==> config.mk <==
export PLATFORM = sky130hd
export DESIGN_NAME = mux81_rr_sched
export DESIGN_NICKNAME = d
export VERILOG_FILES = /design/src/rtl/mux81_pkg.sv /design/src/rtl/mux81.sv /design/src/rtl/mux81_rr_sched.sv
export SDC_FILE = /design/constraint.sdc
export NUM_CORES = 1
export LEC_CHECK = 0
export ABC_AREA = 1
export CORE_ASPECT_RATIO = 1.5
export CORE_MARGIN = 5
export CORE_UTILIZATION = 49
export DETAILED_ROUTE_END_ITERATION = 7
export PLACE_DENSITY = 0.77
export REMOVE_ABC_BUFFERS = 1
export SLEW_MARGIN = 15
export SYNTH_ARGS = -nofsm -noshare
export SYNTH_HDL_FRONTEND = slang
export SYNTH_HIERARCHICAL = 1
export SYNTH_SLANG_ARGS = --single-unit
==> constraint.sdc <==
create_clock -name clk -period 2.8 [get_ports clk]
set_input_delay 0.42 -clock clk [delete_from_list [all_inputs] [get_ports clk]]
set_output_delay 0.42 -clock clk [all_outputs]
set_load 0.1 [all_outputs]
==> src/rtl/mux81_pkg.sv <==
// mux81_pkg: shared definitions for the 8:1 round-robin mux scheduler.
//   NREQ    - number of requesters
//   SELW    - width of the select index
//   state_t - scheduler state
//   rr_pick - round-robin winner search returning {found, idx}
package mux81_pkg;

    localparam int unsigned NREQ = 8;
    localparam int unsigned SELW = 3;

    typedef enum logic {
        IDLE  = 1'b0,
        GRANT = 1'b1
    } state_t;

    // Scans start, start+1, ... start+7 (mod 8). The scan runs backwards so
    // that the last match overwritten is the first candidate in round-robin order.
    function automatic logic [SELW:0] rr_pick(input logic [NREQ-1:0] req,
                                             input logic [SELW-1:0] start);
        logic [SELW:0]   res;
        logic [SELW-1:0] idx;
        res = '0;
        for (int unsigned k = NREQ; k > 0; k--) begin
            idx = start + SELW'(k - 1);
            if (req[idx]) begin
                res = {1'b1, idx};
            end
        end
        return res;
    endfunction

endpackage

==> src/rtl/mux81.sv <==
// mux81: plain 8:1 bit multiplexer.
//   in  [7:0] - data inputs
//   sel [2:0] - input select
//   out       - in[sel]
module mux81 (
    input  logic [7:0] in,
    input  logic [2:0] sel,
    output logic       out
);

    assign out = in[sel];

endmodule

==> src/rtl/mux81_rr_sched.sv <==
// mux81_rr_sched: round-robin scheduler sharing one 8:1 mux among eight
// requesters, with each grant bounded to MAX_HOLD consecutive cycles.
//   clk   - rising-edge clock
//   rst_n - synchronous active-low reset
//   req   - per-requester level request
//   din   - per-requester data bit
//   grant - registered one-hot grant (all-zero when idle)
//   sel   - registered index of the current owner
//   busy  - registered, high while a grant is active
//   dout  - din[sel] while busy, else 0 (combinational from din)
module mux81_rr_sched
    import mux81_pkg::*;
#(
    parameter int unsigned MAX_HOLD = 4
) (
    input  logic            clk,
    input  logic            rst_n,
    input  logic [NREQ-1:0] req,
    input  logic [NREQ-1:0] din,
    output logic [NREQ-1:0] grant,
    output logic [SELW-1:0] sel,
    output logic            busy,
    output logic            dout
);

    state_t          state, state_n;
    logic [NREQ-1:0] grant_n;
    logic [SELW-1:0] sel_n;
    logic [SELW-1:0] ptr, ptr_n;
    logic [3:0]      hold_cnt, hold_n;

    logic            release_owner;
    logic [SELW-1:0] search_start;
    logic [SELW:0]   pick;
    logic            mux_out;

    // On release the pointer moves to sel+1 and the search starts there in
    // the same cycle, so the search start is muxed rather than read from ptr.
    assign release_owner = !req[sel] || (hold_cnt == 4'(MAX_HOLD - 1));
    assign search_start  = (state == GRANT) ? sel + 1'b1 : ptr;
    assign pick          = rr_pick(req, search_start);

    always_ff @(posedge clk) begin
        if (!rst_n) begin
            state    <= IDLE;
            grant    <= '0;
            sel      <= '0;
            ptr      <= '0;
            hold_cnt <= '0;
        end else begin
            state    <= state_n;
            grant    <= grant_n;
            sel      <= sel_n;
            ptr      <= ptr_n;
            hold_cnt <= hold_n;
        end
    end

    always_comb begin
        state_n = state;
        grant_n = grant;
        sel_n   = sel;
        ptr_n   = ptr;
        hold_n  = hold_cnt;
        unique case (state)
            IDLE: begin
                if (pick[SELW]) begin
                    sel_n   = pick[SELW-1:0];
                    grant_n = NREQ'(1) << pick[SELW-1:0];
                    hold_n  = '0;
                    state_n = GRANT;
                end
            end
            GRANT: begin
                if (!release_owner) begin
                    hold_n = hold_cnt + 4'd1;
                end else begin
                    ptr_n  = search_start;
                    hold_n = '0;
                    if (pick[SELW]) begin
                        sel_n   = pick[SELW-1:0];
                        grant_n = NREQ'(1) << pick[SELW-1:0];
                    end else begin
                        grant_n = '0;
                        state_n = IDLE;
                    end
                end
            end
            default: begin
                state_n = IDLE;
                grant_n = '0;
            end
        endcase
    end

    assign busy = (state == GRANT);

    mux81 u_mux81 (
        .in  (din),
        .sel (sel),
        .out (mux_out)
    );

    assign dout = mux_out & busy;

endmodule

# After elaboration in Yosys (flattened, before gate mapping)
# Cells that the tools add are included.
totals:
  rom_bits: 0
  elab_cells: 75
  latch_bits: 0
  in_bits: 18
  regBits: 19
  memories: 0
  ramBits: 0
classes:
  mul: 0
  n_div: 0
  mux: 42
  eq_ne: 3
  reduce_logical: 4
  add_sub_neg: 9
  n_lt_le_gt_ge: 9
  shift: 1
  bitwise: 2
op_table:
  columns: ["op", "count"]
  rows:
  - ["4-bit 2-to-1 mux", 10]
  - ["3-bit by 4-bit less-than comparator with 1-bit output (second input constant)", 9]
  - ["1-bit binary-select mux with 3-bit select", 10]
  - ["8-bit 2-to-1 mux", 3]
  - ["8-bit case mux with 2 select lines", 1]
  - ["3-bit adder (second input constant)", 4]
  - ["1-bit 2-to-1 mux", 12]
  - ["3-bit 2-to-1 mux", 3]
  - ["4-bit case mux with 2 select lines", 1]
  - ["1-bit by 3-bit left shift with 8-bit output (first input constant)", 1]
  - ["3-bit by 1-bit adder with 3-bit output (second input constant)", 2]
  - ["3-bit by 2-bit adder with 3-bit output (second input constant)", 2]
  - ["3-bit case mux with 2 select lines", 1]
  - ["4-bit by 1-bit adder with 4-bit output (second input constant)", 1]
  - ["4-bit by 2-bit == test with 1-bit output (second input constant)", 1]
  - ["2-bit AND reduction", 2]
  - ["2-bit by 1-bit inequality test with 1-bit output (second input constant)", 1]
  - ["2-bit inequality test (second input constant)", 1]
  - ["1-bit case mux with 2 select lines", 1]
  - ["1-bit bitwise AND", 1]
  - ["1-bit logical NOT", 1]
  - ["1-bit logical OR", 1]
  - ["1-bit NOT", 1]

# Depth between registers and ports, before layout
# Gate-level depths: netlist (run 1).
logic_depth:
  depth_word: 17
  ltp_mapped: 23
  ltp_nobuf: 22

# Cells and area by module
# The synthesis (run 1) kept the hierarchy.
by_module_without_submodules:
  columns: ["module", "area_per_inst_um2", "cells_each", "instances"]
  rows:
  - ["mux81_rr_sched", 1789.2, 319, 1]
  - ["mux81", 110.1, 28, 1]

# Worst setup path before layout (run 1)
# OpenSTA, ideal clock, no wires.
synth_path:
  path_type: "register to register"
  from: "register sel[0]"
  to: "register grant[0]"
  path_slack_ps: -625
  t_arrival_ps: 3358
  required_ps: 2733
  path_stages_with_launch: 23
  cell_sequence: "dfxtp_1 -> ha_1 -> nand2_1 -> nand2_1 -> buf_4 -> ha_1 -> inv_1 -> nand3_1 -> nand2_1 -> nand2_2 -> nand2_2 -> clkinv_1 -> nand2_1 -> nand2_1 -> nand2_1 -> nand2_1 -> nand2_1 -> nand2_1 -> nand2_1 -> nand2_2 -> nor2_1 -> nand2_1 -> a21oi_2"
synth_via:
  elab_chain_cells: 17
synth_lines:
  columns: ["element", "line_no", "rtl"]
  rows:
  - ["start: declaration", "mux81_rr_sched.sv:21", "output logic [SELW-1:0] sel,"]
  - ["start signal: assignment", "mux81_rr_sched.sv:53", "sel <= sel_n;"]
  - ["3-bit by 1-bit adder with 3-bit output", "mux81_rr_sched.sv:40", "assign search_start = (state == GRANT) ? sel + 1'b1 : ptr;"]
  - ["3-bit 2-to-1 mux", "mux81_rr_sched.sv:40", null]
  - ["3-bit adder", "mux81_pkg.sv:24", "idx = start + SELW'(k - 1);"]
  - ["1-bit binary-select mux with 3-bit select", "mux81_pkg.sv:25", "if (req[idx]) begin"]
  - ["1-bit 2-to-1 mux (implied by the code)", "mux81_pkg.sv:25", null]
  - ["4-bit 2-to-1 mux (8 in series)", "mux81_pkg.sv:25", null]
  - ["1-bit by 3-bit left shift with 8-bit output", "mux81_rr_sched.sv:69, mux81_rr_sched.sv:82", null]
  - ["8-bit 2-to-1 mux", "mux81_rr_sched.sv:80", "if (pick[SELW]) begin"]
  - ["8-bit 2-to-1 mux", "mux81_rr_sched.sv:75", "if (!release_owner) begin"]
  - ["8-bit case mux with 2 select lines", "mux81_rr_sched.sv:65", "unique case (state)"]
  - ["end signal: assignment", "mux81_rr_sched.sv:52", "grant <= grant_n;"]
  - ["end: declaration", "mux81_rr_sched.sv:20", "output logic [NREQ-1:0] grant,"]
# Parallel ways exist; a longest one is shown, timed or not. The select of a mux whose other input is x is not followed.
# A chain may end at the register's enable or synchronous reset.

# Final worst setup path (run 1)
layout_path:
  from: "register sel[0]"
  to: "register grant[2]"
# Same word-level chain as after synthesis.

==> run metrics, run 1 <==
layout cell share with drive strength beyond 1 between 10% and 20%; Setup TNS 0 ps; postcts setup bufs 0; Synth area leader nand2_1; Avg Vias per Cell just over 5; status finished, final reports clean; 1st-iter DRT viols ~130; leak pwr between 1 and 1.5 nW; Chip Height approximately 86 µm; Synth cell types 26; standard-cell rows 27; Rel. slew slack just over 70%; total congestion overflow 0; Synth Instances between 300 and 400; number of synthesized flops with an enable pin 0; #FFs+latches synth 19; CP endpoint kind flip-flop; CP peak stage delay roughly 320 ps; top cells by area, synth nand2_1 (28%), dfxtp_1 (20%), nand3_1 (9.2%); Root Buffer clkbuf_8; worst min-delay path category reg2reg; first-pass GRT wire length roughly 8500 µm; Max Cap Viol 0; initial antenna violation count 0; DR DRC count 0; Reg clk slew, reported paths approximately 70 ps; sequential fraction of the synthesis area 20.0%; Initial DRT Pass Iterations 4; Layout area overhead 20.6%; Final setup viols 0; crit-path most repeated cell nand2_2; Routed wire per std cell ~12 µm; Reg2Reg Setup Slack slightly above 300 ps; Pins Over Slew Limit 0; Ports 31; CTS sink count 19; largest net degree at the start of global routing 15; Routed WL 4940 µm; Synth Area per Inst between 5 and 6 µm²; commonest non-fill, non-tap cell in the layout nand2_1; pwr dens 1250 nW/µm²; design area about 2300 µm²; Slew @ Worst Pin between 400 and 500 ps; cell area after synthesis 1900 µm²; CP Cell Sequence ha_1, nand2_1, nand2_1, buf_4, nand2_2, nand2_2, nand2_1, nand2_2, nand2_1, nand2_2, nor2_1, nand3_1, nor2_2, inv_2, nand2_2, nor2_1, nand3_1, a21oi_1; H-Tree Depth 1; Max FO, Critical Path 10; clk_skew about 1.2 ps; vias in the first global route ~2100; Final period util about nine tenths; asr flop ratio synth 0%; Data required, critical path just under 3000 ps; Area after DPL 2230 µm²; Setup CP Type reg2reg; Fin. Hold Viols 0; Synth warnings 6; crit path buf inv count 2; crit path DAT between 2000 and 3000 ps; CP top delay family simple AND/OR/NAND/NOR gates; clock latency on the worst-skew pair between 200 and 300 ps; Main synth FF type dfxtp_1; VDD IR max ~960 µV; Core ar. about 3700 µm²; final hold slack about 470 ps; FMAX approximately 400 MHz; Final min period around 2500 ps; Die Span X between 60 and 70 µm; post-synth top area share approximately 28%; clk buf depth 2; final net count about 400; Critical-path top delay cell ha_1; most frequent cells in the layout nand2_1 (144), inv_1 (41), nand3_1 (35), nand2_2 (25), a21oi_1 (25); gpl congestion roughly 0.93; DIE AREA 5250 µm²; Setup crit start kind flip-flop; RSZ-0062 raised after global routing false; initial core utilization between 50% and 60%; Port Buffers 30; number of inserted diodes 0; gr usage total between 20 and 25%; DRT antenna net count 0; DPL Wire Length 4020 µm; CTS tree yes; CTS Buf Count 3; via count between 2000 and 2500
[final cells by class]
cell class / instances / area (µm²)
fillers: 385 / 1430
well taps: 43 / 53.8
repair buffers: 36 / 325
multi-input cells: 270 / 1290
inverters: 53 / 199
flip-flops and latches: 19 / 380
clock buffers: 4 / 45.0
[worst register-to-register path, cell delays in order (launching register included)]
cell and delay, ps:
dfxtp_1 310, ha_1 320, nand2_1 80, nand2_1 100, buf_4 200, nand2_2 80, nand2_2 80, nand2_1 90
nand2_2 80, nand2_1 90, nand2_2 80, nor2_1 110, nand3_1 100, nor2_2 200, inv_2 70, nand2_2 120
nor2_1 100, nand3_1 90, a21oi_1 60
[final timing paths]
kind,start,endpoint,depth (start not counted)
setup / recovery,sel[0],grant[2],18
setup reg to reg,sel[0],grant[2],18
hold / removal,grant[5],grant[5],2
hold reg to reg,grant[5],grant[5],2
[through the flow]
stage               util (%)  setup WS, ps  std cells  power, mW
floorplan                  -          -671        342       2.13
global placement        60.0           322        421       2.59
detailed placement      60.0           260        421       2.62
CTS                     61.2           219        425       2.83
global route            61.6          38.6        425       3.15
finish                  61.6           303        425       2.87
[sequential cells by signal (all words and copies together) (netlist names)]
| register | count |
|---|---|
| hold_cnt | 4 |
| ptr | 3 |
| busy | 1 |
| grant | 8 |
| sel | 3 |
[synth_stat cells (2+ instances only)]
| cell type | number |
|---|---|
| buf_6 | 2 |
| a21oi_1 | 25 |
| and2_1 | 2 |
| inv_1 | 42 |
| o21ai_0 | 11 |
| nand2_1 | 144 |
| nand2_2 | 25 |
| nand3_1 | 35 |
| nor2_1 | 8 |
| inv_2 | 10 |
| o21ai_1 | 2 |
| dfxtp_1 | 19 |
| nor2_2 | 2 |
| nand3_2 | 2 |
| ha_1 | 3 |
| nand2_4 | 3 |
| a21oi_2 | 3 |
[power breakdown]
part / total, mW / switching [mW] / internal, mW
clock: 0.187 / 0.0860 / 0.101
combinational: 2.31 / 1.61 / 0.692
sequential: 0.376 / 0.0382 / 0.338
total: 2.87 / 1.74 / 1.13
[per-layer routing]
| layer | GRT usage [%] | wire [µm] | vias up |
|---|---|---|---|
| met1 | 22.7 | 2030 | 964 |
| met2 | 38.8 | 2710 | 40 |
| met4 | 6.90 | 74 | 0 |
| met3 | 1.34 | 119 | 9 |
| met5 | 0 | 0 | - |
| li1 | - | - | 1148 |
[what timing repair did]
| item | 4_1_cts | 5_1_grt |
|---|---|---|
| resized for setup | 0 | 4 |
| hold endpoints to repair | 0 | 0 |
| hold buffers | 0 | 0 |
| endpoints found under the setup margin | 0 | 8 |
[kinds of logic (layout without fill, tap and decap cells)]
family | count (synthesis) | in the layout | synth area share, %
AOI/OAI and AO/OA | 42 | 42 | 11.7
xor gates and xnor gates | 2 | 2 | 0.922
adders and majority gates | 3 | 3 | 1.98
buffers and inverters | 58 | 93 | 13.0
DFF | 19 | 19 | 20.0
and+or+nand+nor | 223 | 223 | 52.3
Power figures use the tool's default switching activity.
==> run 2, diff against run 1 <==
- CORE_ASPECT_RATIO: 1.5 -> unset
- TNS_END_PERCENT: unset -> 30
==> run metrics, run 2 (synthesis gave the netlist of run 1 again) <==
worst min-delay path category reg2reg; Top Registers grant (8), hold_cnt (4); 1st-iter DRT viols 158 (+24%); Root Buffer clkbuf_8; CP Cell Sequence ha_1, nand2_1, nand2_1, buf_4, nand2_2, nand2_2, nand2_1, nand2_2, nand2_1, nand2_2, nor2_1, nand3_1, nor2_2, nand2_2, nand2_4, a21oi_2, o21ai_1, inv_1; Clock power frac 6.7% (+0.2 points); Avg Vias per Cell 4.98 (-2.1%); Sw Share 60.3% (-0.31 points); initial antenna violation count 0 (unchanged); Pins Over Slew Limit 0 (unchanged); final net count 404 (unchanged); Setup crit start kind flip-flop; DPL Wire Length 3910 µm (-2.6%); design area 2300 µm² (+0.27%); Max Cap Viol 0 (unchanged); CTS Buf Count 3 (unchanged); Setup TNS 0 ps (unchanged); Core ar. 3720 µm² (unchanged); CP endpoint kind flip-flop; Setup CP Type reg2reg; CTS sink count 19 (unchanged); DIE AREA 5220 µm² (-0.49%); clk buf depth 2 (unchanged); DR DRC count 0 (unchanged); Final period util 88.6% (-0.58 points); Layout area overhead 20.9%; leak pwr 1.23 nW (-0.20%); commonest non-fill, non-tap cell in the layout nand2_1; Initial DRT Pass Iterations 4 (unchanged); Port Buffers 30 (unchanged); Routed WL 4900 µm (-0.81%); Largest register FFs 8 (unchanged); CP peak stage delay 320 ps (about the same); Slew @ Worst Pin 414 ps (-0.883 ps); postcts setup bufs 0 (unchanged); most frequent cells in the layout nand2_1 (144), inv_1 (41), nand3_1 (35), nand2_2 (25), a21oi_1 (25); H-Tree Depth 1 (unchanged); Max FO, Critical Path 10 (unchanged); first-pass GRT wire length 8560 µm (+0.33%); via count 2140 (-0.97%); Die Span X 72.3 µm (+19%); DRT antenna net count 0 (unchanged); VDD IR max 954 µV (-0.58%); Rel. slew slack 72.3% (about the same); Data required, critical path 2950 ps (+30 ps); initial core utilization 51.1% (unchanged); Internal Power 1.13 mW (-0.11%); Area after DPL 2240 µm² (+0.28%); clk_skew 1.75 ps (+0.552 ps); number of inserted diodes 0 (unchanged); clock latency on the worst-skew pair 250 ps (about the same); crit path DAT 2630 ps (about the same); status finished, final reports clean; Final min period 2480 ps (-16.2 ps); Ports 31 (unchanged); CTS tree yes; vias in the first global route 1963 (-4.3%); layout cell share with drive strength beyond 1 18.6% (-0.26 points); CTS Hold Bufs 0 (unchanged); Reg clk slew, reported paths 70 ps (about the same); gr usage total 19.8% (-0.57 points); Chip Height 72.3 µm (-16%); pwr dens 1240 nW/µm² (-1.1%); Reg power frac 13.2% (about the same); total congestion overflow 0 (unchanged); crit-path most repeated cell nand2_2; largest net degree at the start of global routing 15 (unchanged); net load switching power 1.71 mW (-1.4%); Reg with most FFs grant; Logic pwr share 80.1% (-0.3 points); FMAX 403 MHz (+0.65%); crit path buf inv count 2 (unchanged); CP top delay family simple AND/OR/NAND/NOR gates; Final setup viols 0 (unchanged); Critical-path top delay cell dfxtp_1; Routed wire per std cell 11.4 µm (-2.0%); Fin. Hold Viols 0 (unchanged); standard-cell rows 22 (-19%); gpl congestion 0.871 (-6.1%)
run 2: cell types whose count changed in the layout (fill, tap and decap cells not counted), sizes merged:
cell | before | now
inv | 53 | 52
clkinv | 0 | 1
run 2: layer usage:
metal  routed length (µm)  track usage, %  share of wire (%)  vias up
met5                    0               0                  0        -
met4                   70            5.01                1.4        0
met3                  111            2.63                2.3        9
met2                 2310            32.7                 47       27
met1                 2410            27.1                 49      959
li1                     -               -                  -     1145
run 2: what timing repair did:
item                                    in CTS  in global routing
endpoints found under the setup margin       0                  9
resized for setup                            0                  3
endpoints found under the hold margin        0                  0
run 2: worst register-to-register path, delay by kind of cell, from the launching register on:
| kind | cells | cell delay [ps] |
|---|---|---|
| flip-flops | 1 | 320 |
| AO/OA/AOI/OAI | 2 | 180 |
| buffers and inverters | 2 | 250 |
| AND/OR/NAND/NOR | 13 | 1310 |
| adder cells (fa/ha/maj) | 1 | 320 |
run 2: power by group through the flow:
stage,Sequential (mW),Combinational [mW],Clock (mW)
2_1_floorplan,0.717,1.41,0
3_3_place_gp,0.380,2.21,0
3_5_place_dp,0.381,2.22,0
4_1_cts,0.375,2.23,0.191
5_1_grt,0.385,2.58,0.206
6_report,0.375,2.28,0.191
run 2: cell type report:
cell class | instances | area (µm²)
Clock buffer | 4 | 45.0
Fill cell | 376 | 1420
Inverter | 53 | 199
Multi-Input combinational cell | 270 | 1290
Sequential cell | 19 | 380
Tap cell | 48 | 60.1
Timing Repair Buffer | 36 | 325
run 2: through the flow:
stage,instances,power (mW),utilization [%],hold WS (ps),setup slack (ps)
after global routing,430,3.17,61.8,491,-42.9
final,430,2.84,61.8,473,319
after detailed placement,426,2.60,60.2,463,284
after floorplan,342,2.13,-,443,-671
after CTS,430,2.80,61.4,474,248
after global placement,426,2.59,60.2,458,297
run 2: final timing paths:
check	startpoint	end	slack, ps	cells past startpoint
max reg2reg	sel[0]	sel[0]	320	18
min reg2reg	grant[6]	grant[6]	470	2
max	sel[0]	sel[0]	320	18
min	grant[6]	grant[6]	470	2
==> run 3, diff against run 2 <==
- RECOVER_POWER: unset -> 50
==> run metrics, run 3 (synthesis gave the netlist of run 1 again) <==
CTS Buf Count 3 (unchanged); commonest non-fill, non-tap cell in the layout nand2_1; design area 2240 µm² (-2.6%); H-Tree Depth 1 (unchanged); Final setup viols 0 (unchanged); most frequent cells in the layout nand2_1 (144), inv_1 (41), nand3_1 (35), nand2_2 (25), a21oi_1 (25); Die Span X 72.3 µm (unchanged); DIE AREA 5220 µm² (unchanged); Routed wire per std cell 11.3 µm (-0.65%); CTS tree yes; status finished, final reports clean; Setup CP Type reg2reg; Reg with most FFs grant; Final min period 2490 ps (+4.73 ps); Max Cap Viol 0 (unchanged); Avg Vias per Cell 4.95 (-0.56%); gpl congestion 0.871 (unchanged); initial antenna violation count 0 (unchanged); clk buf depth 2 (unchanged); final hold slack 472 ps (-1.47 ps); postcts setup bufs 0 (unchanged); Port Buffers 30 (unchanged); Fin. Hold Viols 0 (unchanged); 1st-iter DRT viols 159 (+0.63%); worst min-delay path category reg2reg; DR DRC count 0 (unchanged); standard-cell rows 22 (unchanged); layout cell share with drive strength beyond 1 15.4% (-3.1 points); Max FO, Critical Path 4 (-6); via count 2128 (-0.56%); total congestion overflow 0 (unchanged); vias in the first global route 1963 (unchanged); Layout area overhead 17.7%; Final period util 88.8% (+0.17 points); Initial DRT Pass Iterations 4 (unchanged); Pins Over Slew Limit 0 (unchanged); Final Util 60.2% (-1.6 points); clock latency on the worst-skew pair 260 ps (about the same); Data required, critical path 2990 ps (+40 ps); DPL Wire Length 3910 µm (unchanged); pwr dens 1250 nW/µm² (+0.63%); clk_skew 2.65 ps (+0.900 ps); first-pass GRT wire length 8560 µm (unchanged); gr usage total 19.8% (unchanged); Slew @ Worst Pin 1170 ps (+753 ps); Top Registers grant (8), hold_cnt (4); Routed WL 4870 µm (-0.65%); Rel. slew slack 22.5% (-50 points); Core ar. 3720 µm² (unchanged); leak pwr 1.17 nW (-4.4%); Setup TNS 0 ps (unchanged); initial core utilization 51.1% (unchanged); Chip Height 72.3 µm (unchanged); crit path DAT 2680 ps (+50 ps); CTS Hold Bufs 0 (unchanged); Filler cells 394 (+4.8%); DRT antenna net count 0 (unchanged); Largest register FFs 8 (unchanged); final net count 404 (unchanged); Ports 31 (unchanged); Setup crit start kind flip-flop; Root Buffer clkbuf_8; FMAX 402 MHz (-0.19%); largest net degree at the start of global routing 15 (unchanged); number of inserted diodes 0 (unchanged); Area after DPL 2240 µm² (unchanged); CP endpoint kind flip-flop; VDD IR max 929 µV (-2.7%); Reg clk slew, reported paths 70 ps (about the same); CTS sink count 19 (unchanged)
-- run 3: cell count changes in the layout (fill, tap and decap cells not counted), sizes merged --
cell / previous run / this run
buf: 19 / 6
clkbuf: 4 / 17
dlygate4sd3: 0 / 1
clkdlybuf4s50: 17 / 16
-- run 3: what timing repair did --
item	CTS	global route
setup endpoints to repair	0	9
hold endpoints to repair	0	0
resized for setup	0	3
-- run 3: routing by layer --
layer,global-route usage (%),vias to the layer above,part of all wire [%]
met5,0,-,0
met4,5.01,0,1.6
met3,2.63,9,2.4
met2,32.7,28,47
met1,27.1,947,49
li1,-,1144,-
-- run 3: critical path: stages, from the launching register on --
cell	delay [ps]
dfxtp_1	320
ha_1	320
nand2_1	80
nand2_1	100
ha_4	240
inv_2	80
nand3_1	70
nand2_1	90
nand2_1	90
nand2_2	90
clkinv_1	100
nand2_1	70
nand2_1	50
nand2_1	50
nand2_1	40
nand2_1	50
nand2_1	50
nand2_1	110
nand2_2	90
nor2_2	140
nand2_1	80
a21oi_2	120
-- run 3: stage by stage --
| step | setup slack (ps) | instances | power [mW] |
|---|---|---|---|
| after detailed placement | 284 | 426 | 2.60 |
| final | 315 | 430 | 2.79 |
| after global routing | -42.9 | 430 | 3.11 |
| after floorplan | -671 | 342 | 2.13 |
| after global placement | 297 | 426 | 2.59 |
| after CTS | 248 | 430 | 2.80 |
-- run 3: path summary, 6_finish.rpt --
| check | startpoint | end | slack, ps | cells after the start |
|---|---|---|---|---|
| hold / removal | grant[6] | grant[6] | 470 | 2 |
| setup / recovery | sel[0] | grant[0] | 310 | 21 |
| hold reg to reg | grant[6] | grant[6] | 470 | 2 |
| setup reg to reg | sel[0] | grant[0] | 310 | 21 |
-- run 3: power breakdown --
part | internal (mW) | switching (mW) | total (mW)
registers | 0.337 | 0.0369 | 0.374
logic | 0.637 | 1.58 | 2.22
clock network | 0.101 | 0.0917 | 0.193
total | 1.08 | 1.71 | 2.79
-- run 3: cell type report --
cell class	instances	area [µm²]	share of cell area, %
multi-input combinational	270	1290	57.5
inverter	53	199	8.90
sequential	19	380	17.0
timing repair buffer	36	265	11.9
clock buffer	4	45.0	2.01
tap	48	60.1	2.69
